`config.mk`:
```
export PLATFORM = sky130hd
export DESIGN_NAME = cnn_conv1x3_stream
export DESIGN_NICKNAME = d
export VERILOG_FILES = /design/src/rtl/cnn_conv1x3_stream.sv
export SDC_FILE = /design/constraint.sdc
export NUM_CORES = 1
export LEC_CHECK = 0
export CAP_MARGIN = 10
export CORE_AREA = 2 2 56 71
export CTS_BUF_LIST = sky130_fd_sc_hd__clkbuf_16
export DETAILED_ROUTE_END_ITERATION = 8
export DIE_AREA = 0 0 58 73
export GPL_ROUTABILITY_DRIVEN = 0
export PLACE_DENSITY_LB_ADDON = 0.15
export SETUP_SLACK_MARGIN = 0.5
export SYNTH_ARGS = -nofsm -noshare
export SYNTH_HDL_FRONTEND = slang
export SYNTH_SLANG_ARGS = --single-unit
export TNS_END_PERCENT = 100
```
`constraint.sdc`:
```
create_clock -name clk -period 2.6 [get_ports clk]
set_clock_uncertainty 0.1 [all_clocks]
set_input_delay 0.26 -clock clk [delete_from_list [all_inputs] [get_ports clk]]
set_output_delay 0.26 -clock clk [all_outputs]
set_load 0.01 [all_outputs]
```
`src/rtl/cnn_conv1x3_stream.sv`:
```
// Streaming 1x3 horizontal convolution: bias, ReLU and saturation on each
// complete in-row window, with the result registered one cycle after the window completes.
module cnn_conv1x3_stream #(
    parameter int DATA_W = 8,
    parameter int FRAC   = 4,
    parameter int IMG_W  = 4,
    parameter int W0     = 4,
    parameter int W1     = 8,
    parameter int W2     = 4,
    parameter int BIAS   = 0
) (
    input  logic              clk,
    input  logic              rst,
    input  logic              in_valid,
    input  logic [DATA_W-1:0] pixel_in,
    output logic              out_valid,
    output logic [DATA_W-1:0] out_data
);

    localparam int ACC_W = 2*DATA_W + 2;
    localparam int COL_W = (IMG_W > 1) ? $clog2(IMG_W) : 1;

    localparam logic signed [DATA_W-1:0] L_W0   = DATA_W'(W0);
    localparam logic signed [DATA_W-1:0] L_W1   = DATA_W'(W1);
    localparam logic signed [DATA_W-1:0] L_W2   = DATA_W'(W2);
    localparam logic signed [DATA_W-1:0] L_BIAS = DATA_W'(BIAS);
    localparam logic signed [ACC_W-1:0]  L_MAX  = ACC_W'((1 << (DATA_W-1)) - 1);
    localparam logic [COL_W-1:0]         L_LAST = COL_W'(IMG_W - 1);
    localparam logic [COL_W-1:0]         L_TWO  = COL_W'(2);

    logic [COL_W-1:0]         r_col;
    logic signed [DATA_W-1:0] r_p1;
    logic signed [DATA_W-1:0] r_p2;
    logic                     r_out_valid;
    logic [DATA_W-1:0]        r_out_data;

    logic signed [DATA_W-1:0] w_pix;
    logic signed [ACC_W-1:0]  w_prod0;
    logic signed [ACC_W-1:0]  w_prod1;
    logic signed [ACC_W-1:0]  w_prod2;
    logic signed [ACC_W-1:0]  w_bias;
    logic signed [ACC_W-1:0]  w_acc;
    logic signed [ACC_W-1:0]  w_scaled;
    logic [DATA_W-1:0]        w_result;
    logic                     w_window;

    assign w_pix    = pixel_in;
    assign w_window = in_valid && (r_col >= L_TWO);

    // Operands are sign-extended to the accumulator width before multiplying.
    always_comb begin
        w_prod0  = ACC_W'(r_p2)  * ACC_W'(L_W0);
        w_prod1  = ACC_W'(r_p1)  * ACC_W'(L_W1);
        w_prod2  = ACC_W'(w_pix) * ACC_W'(L_W2);
        w_bias   = ACC_W'(L_BIAS) <<< FRAC;
        w_acc    = w_prod0 + w_prod1 + w_prod2 + w_bias;
        w_scaled = w_acc >>> FRAC;
    end

    always_comb begin
        w_result = '0;
        if (w_scaled < 0) begin
            w_result = '0;
        end else if (w_scaled > L_MAX) begin
            w_result = L_MAX[DATA_W-1:0];
        end else begin
            w_result = w_scaled[DATA_W-1:0];
        end
    end

    always_ff @(posedge clk or negedge rst) begin
        if (!rst) begin
            r_col <= '0;
            r_p1  <= '0;
            r_p2  <= '0;
        end else if (in_valid) begin
            r_p1  <= w_pix;
            r_p2  <= r_p1;
            r_col <= (r_col == L_LAST) ? '0 : r_col + 1'b1;
        end
    end

    always_ff @(posedge clk or negedge rst) begin
        if (!rst) begin
            r_out_valid <= 1'b0;
            r_out_data  <= '0;
        end else begin
            r_out_valid <= w_window;
            if (w_window) begin
                r_out_data <= w_result;
            end
        end
    end

    assign out_valid = r_out_valid;
    assign out_data  = r_out_data;

endmodule

```
==> summary.txt <==
Status
  • Outcome: finished with violations
  • Failing checks: negative setup slack

Final layout
  • Diode count: 0
  • Synth-to-layout area growth: 37.5%
  • Layout cells sized above 1: between 30 and 40%
  • Nets: between 200 and 250
  • Finished Layout Cells: ~250

Floorplan
  • Die Y: between 70 and 80 um
  • Die width: 58 um
  • Die ar.: roughly 4200 um^2
  • Cell Rows: 25
  • Core Area: between 3000 and 4000 um^2
  • I/O pin count: 20
  • Initial Utilization: 46.7%

Routing
  • DR DRC count: 0
  • Routed Antenna Nets: 0
  • Final wirelength: 3.44 mm
  • Vias after detailed routing: approximately 1300
  • Iter 0 DRT Violations: 22
  • DRT Pass-1 Iters: 4
  • Vias per cell: 5.38
  • DR WL/cell: around 14 um

Setup path
  • Crit-path max cell delay: ~0.54 ns
  • Critical Path Source Type: input port
  • CP dominant cell by count: inv_1
  • Crit path required time: 2.63 ns
  • Reg2Reg Depth: 9
  • Crit-path slowest cell: fa_1
  • CP delay by family, top: adder cells
  • CP max FO: 4
  • Reg2reg end: out_data[2]
  • Buf/Inv on CP: 3
  • CP cell instances: clkdlybuf4s50_1 -> inv_1 -> fa_1 -> inv_1 -> ha_4 -> or4_1 -> o221a_2 -> a31oi_4 -> o221ai_1
  • CP Capture Point: out_data[2]
  • Internal reg-to-reg setup slack: -0.11 ns
  • Arrival time worst endpoint: approximately 2.8 ns
  • WP depth: 9
  • Worst R2R Start: r_p2[1]
  • Crit path kind: input port to flip-flop
  • CP startpoint: pixel_in[7]
  • Critical Path End Type: flip-flop

Synthesis
  • Synth Area in Compound Gates: between 10% and 20%
  • Cell variety after synth: 36
  • Syn_area_per_cell: roughly 11 um^2
  • Most numerous cell in the Yosys netlist: dfrtp_1
  • Number of synthesized flops with an enable pin: 0
  • Cell accounting for the most synthesized area: dfrtp_1
  • Synth warn: 0
  • Top FF cell, synth: dfrtp_1
  • Yosys top cell area share: between 30% and 40%
  • XOR/XNOR Fraction of Synth Area: 2.07%
  • Register area share after synthesis: around two fifths
  • Synth Area in Adders: a little under a fifth
  • Mapped Area: around 1700 um^2
  • Post-synth top cells: 27 x dfrtp_1, 20 x inv_1, 14 x nand2_1, 14 x o21ai_0
  • Cell count after synthesis: 159
  • FF+latch count, synth: 27
  • Main combinational cell family by area after synthesis: compound AO/OA/AOI/OAI gates
  • Post-synthesis simple-gate area fraction: 8.13%
  • Syn Nets: 189
  • Asr flop ratio synth: between 90% and 100%
  • Mux contribution to synthesized area: between 7 and 8%
  • Top post-synthesis cells by area: dfrtp_1 40%, fa_1 11%, ha_1 7.4%

Global routing
  • Met2 usage: 31.6%
  • Largest net degree at the start of global routing: 28
  • Antenna violations before repair: 0
  • GR Util met3: ~2.3%
  • Vias in the first global route: around 1300
  • First-pass GRT wire length: ~5.7 mm
  • Global Route Usage Sum: 17.4%
  • Grt met1 use: 21.0%
  • Global route hottest layer: met2
  • GR Overflow Total: 0

Pwr
  • Final Power: between 2 and 2.5 mW
  • Pleak: 1.06 nW
  • Peak VDD IR: 594 uV
  • PwrDens: ~920 nW/um^2

Clocking
  • TritonCTS buffer count: 3
  • Clk_lat worst skew: around 0.26 ns
  • CTS tree: done
  • H-tree levels: 1
  • CTS clk-pin slew, worst paths: approximately 0.07 ns
  • Clock root buffer: clkbuf_16
  • CTS Sinks: 27
  • Longest Clk Path Bufs: 2
  • Hold buffer count at CTS: 0

Flow run
  • Max Cap Violations: 0

Timing
  • Worst-Margin Slew: between 0.4 and 0.5 ns
  • Slew HR: 73.0%
  • Min cycle time layout: approximately 2.7 ns
  • Worst hold margin: approximately 0.22 ns
  • Setup-failing EPs final: 7
  • Final Hold Fails: 0
  • Max frequency: between 0.3 and 0.4 GHz
  • Worst setup margin: -0.122 ns
  • Final worst path period share: 105%
  • RSZ-0062 raised after global routing: true
  • Pins Over Slew Limit: 0

Min path
  • HP Class: input port to flip-flop

Placement
  • I/O Buffers: 19
  • Hpwl dp: between 2 and 3 mm
  • Placed cells: 239
[logic make-up (layout without fill, tap and decap cells)]
group | after synthesis | after routing
adder cells (fa/ha/maj) | 19 | 19
multiplexers | 11 | 11
XOR/XNOR | 4 | 4
flip-flops | 27 | 27
buffers and inverters | 24 | 70
AO/OA/AOI/OAI | 45 | 45
AND/OR/NAND/NOR | 29 | 29
[where the power goes]
part,total (mW),switching [mW],leakage [nW],internal [mW]
Combinational,1.21,0.599,0.687,0.611
Clock,0.351,0.144,0.0409,0.208
Sequential,0.574,0.0548,0.330,0.519
[repair_timing]
item                       in CTS  in global routing
pin swaps                       9                  9
setup buffers                   0                  2
setup endpoints to repair       7                  7
resized for setup              16                 10
[cell type report]
type / count / area (um^2)
Sequential cell: 27 / 676
Timing Repair Buffer: 46 / 393
Tap cell: 40 / 50.0
Clock buffer: 3 / 75.1
Multi-Input combinational cell: 108 / 1050
Inverter: 20 / 75.1
Clock inverter: 1 / 5.00
Fill cell: 302 / 1300
[worst min path at each step]
stage                startpoint          end  cells after the start
CTS                 pixel_in[1]      r_p1[1]                      3
floorplan                   rst  out_data[0]                      0
detailed placement  out_data[3]  out_data[3]                      2
global route        pixel_in[3]      r_p1[3]                      2
finish              pixel_in[3]      r_p1[3]                      2
global placement        r_p1[1]      r_p2[1]                      2
[routing by layer]
metal	wire length [um]	share of wire, %
met1	1450	42
met2	1890	55
met3	71	2.1
met4	24	0.70
met5	0	0
[registers in the layout, summed over array words and instances, names as in the netlist]
| register | flops |
|---|---|
| r_p1 | 8 |
| out_data | 8 |
| r_col | 2 |
| out_valid | 1 |
| r_p2 | 8 |
[cell usage in the layout, fill, tap and decap left out, types with 5 or more instances in the layout]
cell type / count
dfrtp_1: 27
fa_1: 8
clkdlybuf4s50_1: 16
inv_2: 5
buf_4: 27
inv_1: 15
ha_1: 6
nand2_1: 14
o21ai_0: 10
mux2_2: 10
nor2_1: 5
[through the flow]
step | area [um^2] | utilization (%) | TNS (ns) | setup slack (ns)
6_report | 2330 | 64.2 | -0.658 | -0.122
5_1_grt | 2330 | 64.2 | -1.35 | -0.213
4_1_cts | 2280 | 62.8 | -1.07 | -0.179
3_5_place_dp | 2160 | 59.6 | -3.97 | -0.606
3_3_place_gp | 2160 | 59.6 | -3.65 | -0.533
2_1_floorplan | 1750 | - | 0 | 0.0413
Power figures use the tool's default switching activity.
